===== src/rtl/sched_pkg.sv =====
// sched_pkg: scheduler/detector state encodings and default word width
package sched_pkg;
    localparam int W_DEF = 8;
    typedef enum logic [2:0] {IDLE, CLR, SHIFT, TAIL, DONE} sched_state_t;
    typedef enum logic [1:0] {S0, S1, S2, S3} det_state_t;
endpackage


===== src/rtl/seq_detector.sv =====
// seq_detector: 4-state Moore detector (clk, rst async, clr sync with priority, x serial in, y high in S0/S3)
module seq_detector
    import sched_pkg::*;
(
    input  logic clk,
    input  logic rst,
    input  logic clr,
    input  logic x,
    output logic y
);
    det_state_t s, s_nx;
    always_ff @(posedge clk or posedge rst)
        if (rst) s <= S0;
        else     s <= s_nx;
    always_comb begin
        s_nx = clr ? S0 :
               s == S0 ? (x ? S0 : S1) :
               s == S1 ? (x ? S1 : S2) :
               s == S2 ? (x ? S3 : S0) :
                         (x ? S1 : S2);
        y = (s == S0) || (s == S3);
    end
endmodule


===== src/rtl/detector_scheduler.sv =====
// detector_scheduler: round-robin share of one seq_detector between req0/req1 (valid/ready/data in), result out (res_valid/ready/id/count/last_y), busy
module detector_scheduler
    import sched_pkg::*;
#(
    parameter int W  = W_DEF,
    parameter int CW = $clog2(W + 1)
) (
    input  logic          clk,
    input  logic          rst,
    input  logic          req0_valid,
    input  logic [W-1:0]  req0_data,
    output logic          req0_ready,
    input  logic          req1_valid,
    input  logic [W-1:0]  req1_data,
    output logic          req1_ready,
    output logic          res_valid,
    input  logic          res_ready,
    output logic          res_id,
    output logic [CW-1:0] res_count,
    output logic          res_last_y,
    output logic          busy
);
    localparam int BW = $clog2(W);
    sched_state_t st, st_nx;
    logic [W-1:0]  sr;
    logic [BW-1:0] bit_i;
    logic          last, gnt1, acc, bit_end, y;
    seq_detector u_det (
        .clk(clk),
        .rst(rst),
        .clr(st == CLR),
        .x  (sr[W-1]),
        .y  (y)
    );
    assign gnt1       = req1_valid && (!req0_valid || !last);
    assign req0_ready = (st == IDLE) && req0_valid && !gnt1;
    assign req1_ready = (st == IDLE) && gnt1;
    assign acc        = req0_ready || req1_ready;
    assign bit_end    = bit_i == BW'(W - 1);
    assign busy       = st != IDLE;
    assign res_valid  = st == DONE;
    always_comb begin
        st_nx = st == IDLE  ? (acc ? CLR : IDLE) :
                st == CLR   ? SHIFT :
                st == SHIFT ? (bit_end ? TAIL : SHIFT) :
                st == TAIL  ? DONE :
                              (res_ready ? IDLE : DONE);
    end
    always_ff @(posedge clk or posedge rst) begin
        if (rst) begin
            st         <= IDLE;
            sr         <= '0;
            bit_i      <= '0;
            last       <= 1'b1;
            res_id     <= 1'b0;
            res_count  <= '0;
            res_last_y <= 1'b0;
        end else begin
            st <= st_nx;
            case (st)
                IDLE: if (acc) begin
                    sr     <= gnt1 ? req1_data : req0_data;
                    res_id <= gnt1;
                    last   <= gnt1;
                end
                CLR: begin
                    res_count <= '0;
                    bit_i     <= '0;
                end
                SHIFT: begin
                    sr    <= sr << 1;
                    bit_i <= bit_i + 1'b1;
                    if (bit_i != '0 && y) res_count <= res_count + 1'b1;
                end
                TAIL: begin
                    res_last_y <= y;
                    if (y) res_count <= res_count + 1'b1;
                end
                default: ;
            endcase
        end
    end
endmodule

===== config.mk =====
export PLATFORM = sky130hd
export DESIGN_NAME = detector_scheduler
export DESIGN_NICKNAME = d
export VERILOG_FILES = /design/src/rtl/sched_pkg.sv /design/src/rtl/seq_detector.sv /design/src/rtl/detector_scheduler.sv
export SDC_FILE = /design/constraint.sdc
export NUM_CORES = 1
export LEC_CHECK = 0
export ABC_AREA = 1
export CORE_ASPECT_RATIO = 2
export CORE_MARGIN = 2
export CORE_UTILIZATION = 50
export CTS_CLUSTER_DIAMETER = 120
export DETAILED_ROUTE_END_ITERATION = 10
export PLACE_DENSITY_LB_ADDON = 0.1
export SLEW_MARGIN = 20
export SYNTH_ARGS = -nofsm -noshare
export SYNTH_HDL_FRONTEND = slang
export SYNTH_SLANG_ARGS = --single-unit

===== constraint.sdc =====
create_clock -name clk -period 1.5 [get_ports clk]
set_input_delay 0.3 -clock clk [delete_from_list [all_inputs] [get_ports clk]]
set_output_delay 0.3 -clock clk [all_outputs]
set_load 0.02 [all_outputs]

==> impl_results.md <==
- Outcome: complete, but fails checks
- Failing checks: negative setup slack
- Layout-stage area growth over the synthesis result: 36.18%
- Worst slew margin: 0.7994
- Critical Path End Type: output port
- Simple-gate area share of the yosys netlist: 0.3749
- Flops & latches, synth: 23
- Number of diodes added for antenna fixing: 0
- Cell count after synthesis: 190
- TritonCTS clock tree: done
- Post-placement setup slack: -0.5358 ns
- Via count of the first global-routing pass: about 1,300
- Most common cell after layout, fill and taps aside: sky130_fd_sc_hd__nand2_1
- Synthesized-area fraction occupied by ao, oa, aoi and oai cells: 0.03575
- CTS root buf: sky130_fd_sc_hd__clkbuf_8
- Fin Clk Skew: about 0.0086 ns
- Leakage power summed over all cells: 1.098 nW
- Layout cells sized above 1: 0.2301
- Total global routing track utilization: 0.2116
- Worst r2r path cells: 9
- Via density: ~5.0
- Post-route worst setup slack: -0.02899 ns
- Clock-pin slew on the worst setup and hold paths: around 0.09 ns
- Hold violation total from the final report: 0
- Initial antenna violation count: 0
- CTS HTree Levels: 1
- Power Dens Cells: 1948 nW/um^2
- Period utilization: 1.019
- Max Clock Freq: ~650 MHz
- Max IR drop VDD: about 0.0010 V
- Smallest hold slack: 0.3799 ns
- Final Routed Wirelength: about 3.4 mm
- Iteration-0 DRC Markers: 18
- Initial Utilization: 0.5245
- Mean area per synthesized cell: between 7 and 8 um^2
- Combinational family with the most area after synthesis: simple AND/OR/NAND/NOR gates
- Global placement routability congestion: 0.7877
- Post-detail-place hpwl: 2.576 mm
- Die area: between 3000 and 4000 um^2
- Boundary pin count: 31
- DRT antenna net count: 0
- RSZ-0062 raised after global routing: yes
- Maximum buffer depth of the clock tree: 2
- Post-synthesis cell area: about 1400 um^2
- Critical path fanouts, max: 3
- Final worst path period need: approximately 1.5 ns
- Required time of the critical path: around 1.2 ns
- Seq/Total Area, Yosys: 0.4019
- Xor/xnor cell area share of the yosys netlist: 0.01221
- Cell types occupying the most area after synthesis: sky130_fd_sc_hd__dfrtp_1, sky130_fd_sc_hd__nand2_1, sky130_fd_sc_hd__inv_1
- Nets in the synthesized netlist: between 200 and 250
- Setup slack, reg-to-reg: around 0.05 ns
- Crit path launch type: flip-flop
- Power after layout: around 3.8 mW
- Critical register-to-register path endpoint: sr[7]
- Fin. max-slew vios: 0
- Drt drc: 0
- Critical path arrival: roughly 1.2 ns
- Class of the worst hold path: primary input to asynchronous set/reset pin
- Total clock sinks: 23
- Setup violators final: 3
- Commonest cells after routing, fill and taps aside: sky130_fd_sc_hd__nand2_1, sky130_fd_sc_hd__inv_1, sky130_fd_sc_hd__dfrtp_1, sky130_fd_sc_hd__buf_4, sky130_fd_sc_hd__nand3_1
- Number of detailed-routing iterations run before antenna repair: 4
- CTS buffer count: 3
- Clock latency on the worst-skew pair: 0.26 ns
- Die extent in y: between 70 and 80 um
- Synthesis warning total: 0
- Top-area cell type share of the netlist area: 0.3836
- Die span in x: 41.89 um
- Number of buffer cells added on primary ports: 30
- Number of library cell types mapped by synthesis: 24
- Post-synthesis adder-cell area fraction: 0.06103
- Global route overflow: 0
- Pin count of the biggest net entering global routing: 24
- Crit Path Class: flip-flop to output port
- Number of nets in the finished design: 268
- Floorplan row count: 27
- Max-cap check violation count: 0
- Multiplexer share of the synthesized area: 0
- Wire length of the first global-routing pass: around 5.5 mm
- Post-synthesis cell type with the largest combined area: sky130_fd_sc_hd__dfrtp_1
- Via count of the routed design: ~1,400
- Slew at the pin closest to its max-slew limit: roughly 0.3 ns
- Wirelength per Cell: 12.64 um
- Origin of the critical flop-to-flop path: st[0]
- Placeable core region: ~2700 um^2
-- cell usage after synthesis (all sizes together) --
cell    count
buf         5
clkinv      1
dfrtp      22
dfstp       1
ha          7
inv        31
nand2      73
nand3      22
nand4       8
nor2        8
nor3b       1
o21ai       8
or2         1
xnor2       1
xor2        1
-- power breakdown --
| group | switching [mW] | internal, mW | leakage [nW] |
|---|---|---|---|
| Combinational | 1.36 | 0.980 | 0.781 |
| Clock | 0.195 | 0.185 | 0.0255 |
| Sequential | 0.185 | 0.906 | 0.291 |
| Total | 1.74 | 2.07 | 1.10 |
-- sequential cells by signal, summed over array words and instances (netlist names) --
name and count:
st 3, res_id 1, sr 8, bit_i 3
res_count 4, last 1, u_det.s 2, res_last_y 1
-- what timing repair did --
action	in CTS	in global routing
gates resized for setup	38	6
pin swaps	2	2
endpoints found under the setup margin	10	10
hold buffers	0	0
setup buffers	3	2
-- per-layer routing --
metal	wire length, um	global-route usage	share of wire	vias to the layer above
met5	0	0	0	-
met4	61	0.06774	0.018	0
met3	72	0.01357	0.021	4
met2	2057	0.4469	0.61	24
met1	1196	0.2017	0.35	636
li1	-	-	-	687
-- cell type report --
cell class	instances	area, um^2
fill	257	782.0
multi-input combinational	130	724.4
sequential	23	576.8
timing repair buffer	50	445.4
inverter	32	125.1
clock buffer	3	41.29
tap	29	36.28
clock inverter	1	5.005
-- worst max path at each step --
stage,start,end,slack [ns],cells after the start
2_1_floorplan,st[1],req0_ready,0.08,4
3_3_place_gp,req0_valid,req0_ready,-0.50,6
3_5_place_dp,req0_valid,req0_ready,-0.54,6
4_1_cts,last,req0_ready,-0.03,5
5_1_grt,st[0],busy,-0.07,6
6_report,last,req0_ready,-0.03,5
-- per-stage QoR --
step	cells	util	TNS, ns	instance area [um^2]
6_report	268	0.7142	-0.04649	1954
5_1_grt	268	0.7142	-0.2177	1954
4_1_cts	266	0.7000	-0.03673	1916
3_5_place_dp	259	0.6726	-3.103	1841
3_3_place_gp	259	0.6726	-2.683	1841
2_1_floorplan	190	-	0	1435
-- worst max-delay path, stage by stage (launching register included) --
cell	delay, ns
sky130_fd_sc_hd__dfstp_2	0.54
sky130_fd_sc_hd__nand2_2	0.07
sky130_fd_sc_hd__nand2_4	0.07
sky130_fd_sc_hd__inv_4	0.04
sky130_fd_sc_hd__nor2_1	0.09
sky130_fd_sc_hd__buf_4	0.14
-- logic make-up (layout without fill, tap and decap cells) --
group | after synthesis | in the layout
fa+ha+maj | 7 | 7
xor+xnor | 2 | 2
compound gates | 8 | 8
flops | 23 | 23
simple gates | 113 | 113
buf+inv | 37 | 86
No activity file was read; power rests on OpenSTA's default activity.
